`config.mk`:
```
export PLATFORM = sky130hd
export DESIGN_NAME = mod_counter_arbiter
export DESIGN_NICKNAME = d
export VERILOG_FILES = /design/src/rtl/mod_arb_pkg.sv /design/src/rtl/mod_n_counter.sv /design/src/rtl/mod_counter_arbiter.sv
export SDC_FILE = /design/constraint.sdc
export NUM_CORES = 1
export LEC_CHECK = 0
export ABC_AREA = 1
export CAP_MARGIN = 10
export CELL_PAD_IN_SITES_DETAIL_PLACEMENT = 0
export CELL_PAD_IN_SITES_GLOBAL_PLACEMENT = 2
export CORE_ASPECT_RATIO = 1.1
export CORE_MARGIN = 2
export CORE_UTILIZATION = 26
export DETAILED_ROUTE_END_ITERATION = 10
export HOLD_SLACK_MARGIN = 0.1
export PLACE_DENSITY = 0.84
export SLEW_MARGIN = 25
export SYNTH_ARGS = -nofsm -noshare
export SYNTH_HDL_FRONTEND = slang
export SYNTH_SLANG_ARGS = --single-unit
```
`constraint.sdc`:
```
create_clock -name clk -period 1.52 [get_ports clk]
set_input_delay 0.304 -clock clk [delete_from_list [all_inputs] [get_ports clk]]
set_output_delay 0.304 -clock clk [all_outputs]
set_load 0.05 [all_outputs]
```
`src/rtl/mod_arb_pkg.sv`:
```
// mod_arb_pkg -- shared state encoding, default parameters and width helpers
// for the modulo-counter arbiter. Rev 1.0
`default_nettype none

package mod_arb_pkg;

    localparam int DEF_NUM_REQ  = 4;
    localparam int DEF_MOD      = 3;
    localparam int DEF_MAX_HOLD = 8;

    function automatic int count_width(input int modulus);
        return $clog2(modulus);
    endfunction

    localparam int DEF_CNT_W = count_width(DEF_MOD);

    typedef enum logic [1:0] {
        ST_IDLE    = 2'd0,
        ST_GRANT   = 2'd1,
        ST_RELEASE = 2'd2
    } arb_state_t;

endpackage

`default_nettype wire

```
`src/rtl/mod_n_counter.sv`:
```
// mod_n_counter -- modulo-MOD up counter with Moore terminal decode (hit)
// and a registered wrap pulse. Rev 1.0
`default_nettype none

module mod_n_counter
    import mod_arb_pkg::*;
#(
    parameter int MOD = DEF_MOD
) (
    input  logic                       clk,
    input  logic                       rst,
    input  logic                       inc,
    output logic [count_width(MOD)-1:0] count,
    output logic                       hit,
    output logic                       wrap
);

    localparam int CW = count_width(MOD);
    localparam logic [CW-1:0] LAST = CW'(MOD - 1);

    always_ff @(posedge clk) begin
        if (rst) begin
            count <= '0;
            wrap  <= 1'b0;
        end else begin
            // wrap shows up alongside the freshly-zeroed count
            wrap <= inc && (count == LAST);
            if (inc) begin
                count <= (count == LAST) ? '0 : count + 1'b1;
            end
        end
    end

    assign hit = (count == LAST);

endmodule

`default_nettype wire

```
`src/rtl/mod_counter_arbiter.sv`:
```
// mod_counter_arbiter -- round-robin arbiter granting one requester at a time
// ownership of a shared modulo counter, with a bounded grant tenure. Rev 1.0
`default_nettype none

module mod_counter_arbiter
    import mod_arb_pkg::*;
#(
    parameter int NUM_REQ  = DEF_NUM_REQ,
    parameter int MOD      = DEF_MOD,
    parameter int MAX_HOLD = DEF_MAX_HOLD
) (
    input  logic                        clk,
    input  logic                        rst,
    input  logic [NUM_REQ-1:0]          req,
    input  logic [NUM_REQ-1:0]          ev,
    output logic [NUM_REQ-1:0]          gnt,
    output logic [$clog2(NUM_REQ)-1:0]  owner,
    output logic                        busy,
    output logic [count_width(MOD)-1:0] count,
    output logic                        hit,
    output logic                        wrap,
    output logic                        timeout
);

    localparam int OW = $clog2(NUM_REQ);
    localparam int HW = $clog2(MAX_HOLD + 1);

    arb_state_t     state;
    logic [OW-1:0]  last_owner;
    logic [HW-1:0]  hold;
    logic [OW-1:0]  winner;
    logic           has_req;
    logic           inc;

    // Walk from farthest to nearest so the requester closest after
    // last_owner is the final (winning) assignment.
    always_comb begin
        winner  = last_owner;
        has_req = 1'b0;
        for (int k = NUM_REQ; k >= 1; k--) begin
            if (req[(int'(last_owner) + k) % NUM_REQ]) begin
                winner  = OW'((int'(last_owner) + k) % NUM_REQ);
                has_req = 1'b1;
            end
        end
    end

    assign inc = (state == ST_GRANT) && ev[owner] && !rst;

    always_ff @(posedge clk) begin
        if (rst) begin
            state      <= ST_IDLE;
            gnt        <= '0;
            owner      <= '0;
            busy       <= 1'b0;
            timeout    <= 1'b0;
            hold       <= '0;
            last_owner <= OW'(NUM_REQ - 1);
        end else begin
            timeout <= 1'b0;
            case (state)
                ST_IDLE: begin
                    if (has_req) begin
                        state <= ST_GRANT;
                        gnt   <= {{(NUM_REQ-1){1'b0}}, 1'b1} << winner;
                        owner <= winner;
                        busy  <= 1'b1;
                        hold  <= '0;
                    end
                end
                ST_GRANT: begin
                    hold <= hold + 1'b1;
                    if (!req[owner] || (hold == HW'(MAX_HOLD - 1))) begin
                        state   <= ST_RELEASE;
                        gnt     <= '0;
                        busy    <= 1'b0;
                        // a voluntary drop on the last allowed cycle is not a timeout
                        timeout <= req[owner];
                    end
                end
                ST_RELEASE: begin
                    last_owner <= owner;
                    state      <= ST_IDLE;
                end
                default: state <= ST_IDLE;
            endcase
        end
    end

    mod_n_counter #(
        .MOD (MOD)
    ) u_counter (
        .clk   (clk),
        .rst   (rst),
        .inc   (inc),
        .count (count),
        .hit   (hit),
        .wrap  (wrap)
    );

endmodule

`default_nettype wire

```
==> reports/qor.csv <==
metric;value;unit
outcome;finished, final reports clean;
layout net count;194;
vias in the first global route;997;
Yosys reg bits;19;
Residual DRC;0;
DP Wirelength;2060;um
worst setup path end;gnt[1];
switching power;650;uW
row count;23;
Required @ worst endpoint;1710;ps
R2R Setup Slk;160;ps
CTS tree;yes;
RD Place Congestion;0.808;
Lkg Pwr;0.704;nW
worst setup path class;in2reg;
Pint;1.06;mW
aggregate global-route resource usage;12.5;%
fmax;692;MHz
type of origin of the critical path;input port;
Post-Synthesis Cell Area;1030;um2
largest net degree at the start of global routing;12;
worst skew pair latency;260;ps
Critical Path Fanout Max;6;
TritonRoute pass-1 iters;4;
WL/cell;11.4;um
Initial Util;27.7;%
worst IR drop on VDD;443;uV
library cells used by synthesis;23;
Antenna Diode Count;0;
TritonCTS Buffers;3;
Worst Setup SP;req[2];
Finished Layout Cells;232;
R2R depth;10;
area growth from synthesis to layout;50.1;%
grt peak-use layer;met2;
Post CTS Setup Buffer Count;0;
Layout fillers;392;
Sw Share;38.0;%
sequential power share;37.5;%
met2 GRT Util;19.4;%
setup TNS;0;ps
reg-to-reg endpoint;gnt[2];
clock share of power;21.0;%
IO Count;22;
period utilisation layout;95.0;%
final wirelength;2640;um
antenna-violating nets left;0;
crit end category;flop;
crit path time final;1440;ps
DRT iter0 DRCs;62;
max_slew headroom;78.5;%
Core ar.;3710;um2
Ys Warns;0;
met3 Use GR;2.90;%
Setup Skew;6.82;ps
GRT met1 Usage;16.6;%
max-cap viol count;0;
post-synthesis average cell area;6.86;um2
vias per cell;4.57;
CTS Sinks;19;
IO buf count;21;
Worst Max-Slew Pin Slew;321;ps
Final setup viols;0;
Arr. time, crit path;1640;ps
Clock Path Buffers;2;
CTS Hold Bufs;0;
via count;1061;
Root Buffer;clkbuf_8;
first-pass GRT wire length;4480;um
clk slew on worst S/H paths;80;ps
die area;4480;um2
Post-Place Cells;228;
die height;70.0;um
syn nets;161;
Slew Limit Fails;0;
combinational share of power;41.5;%
die width;64.0;um
Seq/Total Area, Yosys;37.0;%
Hold Fails Final Rpt;0;
power per cell area;1110;nW/um2
htree depth;1;
R2R Path Start;last_owner[0];
antenna violations before repair;0;
share of cells above drive strength 1;29.1;%
Hold Crit Class;reg2reg;
Post-Syn Instances;150;
grt total ovfl;0;
RSZ-0062 raised after global routing;no;
[through the flow]
stage	total power, mW	cell area, um2	utilization (%)	setup WS (ps)	hold slack (ps)
floorplan	1.03	1040	-	14.1	447
global placement	1.35	1480	39.9	-250	466
detailed placement	1.35	1480	39.9	-319	472
CTS	1.72	1530	41.2	11.7	482
global route	1.81	1540	41.6	0.402	513
finish	1.71	1540	41.6	75.7	481
[area by class of cell]
cell class / count / area, um2 / share of cell area [%]
repair buffers: 31 / 410 / 26.6
clock buffers: 3 / 41.3 / 2.67
inverters: 19 / 71.3 / 4.62
clock inverters: 1 / 5.00 / 0.324
flip-flops and latches: 19 / 384 / 24.9
multi-input cells: 109 / 569 / 36.9
well taps: 50 / 62.6 / 4.05
[layout by cell type (no fill, tap or decap)]
cell	count
or2_2	1
clkinv_2	1
clkdlybuf4s50_1	7
inv_2	4
nand4_1	4
o21ai_1	2
nand3_1	17
nand2_1	33
o31ai_1	1
dfxtp_1	16
dlymetal6s2s_1	2
nand3_2	1
inv_1	14
ha_1	1
nor2_2	1
o21ai_0	6
nor2_8	1
and3_1	2
clkbuf_8	3
nand2_2	14
buf_12	12
o21ai_2	1
nor2_1	4
nor3_1	3
o22ai_1	2
a21oi_1	14
nor2_4	1
dfxtp_2	3
buf_4	10
clkinv_1	1
[registers in the layout, indices dropped and copies added (netlist names)]
name,count
timeout,1
state,2
busy,1
hold,4
u_counter.count,2
gnt,4
u_counter.wrap,1
owner,2
last_owner,2
[critical path, cell delays in order]
cell and delay, ps:
clkdlybuf4s50_1 450, inv_1 120, nand4_1 130, nand2_2 170, nand2_2 120, nand2_2 130
nand2_1 60, a21oi_1 140
[cell usage after synthesis]
library cell / n / area share, %
a21oi_1: 14 / 6.8
and3_1: 2 / 1.2
buf_2: 1 / 0.49
buf_4: 1 / 0.73
buf_6: 1 / 1.1
clkinv_1: 1 / 0.36
dfxtp_1: 19 / 37
ha_1: 1 / 1.2
inv_1: 14 / 5.1
inv_2: 4 / 1.5
nand2_1: 35 / 13
nand2_2: 12 / 7.3
nand3_1: 17 / 8.3
nand3_2: 1 / 0.97
nand4_1: 4 / 2.4
nor2_1: 5 / 1.8
nor2_2: 1 / 0.61
nor2_8: 1 / 1.9
nor3_1: 3 / 1.5
o21ai_0: 9 / 4.4
o22ai_1: 2 / 1.2
o31ai_1: 1 / 0.73
or2_2: 1 / 0.61
[how the worst min path moves through the flow]
| stage | from | endpoint | slack, ps | depth (start not counted) |
|---|---|---|---|---|
| 2_1_floorplan | hold[0] | hold[0] | 450 | 1 |
| 3_3_place_gp | hold[0] | hold[0] | 470 | 1 |
| 3_5_place_dp | hold[0] | hold[0] | 470 | 1 |
| 4_1_cts | hold[0] | hold[0] | 480 | 1 |
| 5_1_grt | hold[0] | hold[0] | 510 | 1 |
| 6_report | hold[0] | hold[0] | 480 | 1 |
[what timing repair did]
| action | CTS | global route |
|---|---|---|
| resized for setup | 2 | 9 |
| gates cloned | 0 | 0 |
| setup endpoints to repair | 4 | 12 |
| pin swaps | 0 | 1 |
[metal layers]
metal	vias to the layer above	wire length (um)
met3	4	115
met4	0	35
li1	559	-
met5	-	0
met2	22	1200
met1	476	1290
[power groups by stage]
stage | clock network [mW] | registers (mW) | logic (mW)
after detailed placement | 0 | 0.649 | 0.706
after global routing | 0.392 | 0.653 | 0.767
after floorplan | 0 | 0.740 | 0.287
final | 0.359 | 0.641 | 0.710
after CTS | 0.374 | 0.638 | 0.712
after global placement | 0 | 0.648 | 0.703
[cell families (layout without fill, tap and decap cells)]
logic type	after synthesis	count (layout)	synth area share, %
fa+ha+maj	1	1	1.22
compound gates	26	26	13.1
flops	19	19	37.0
simple gates	82	82	39.4
buf+inv	22	54	9.24
Note: power is estimated with default switching activity, not from simulation.
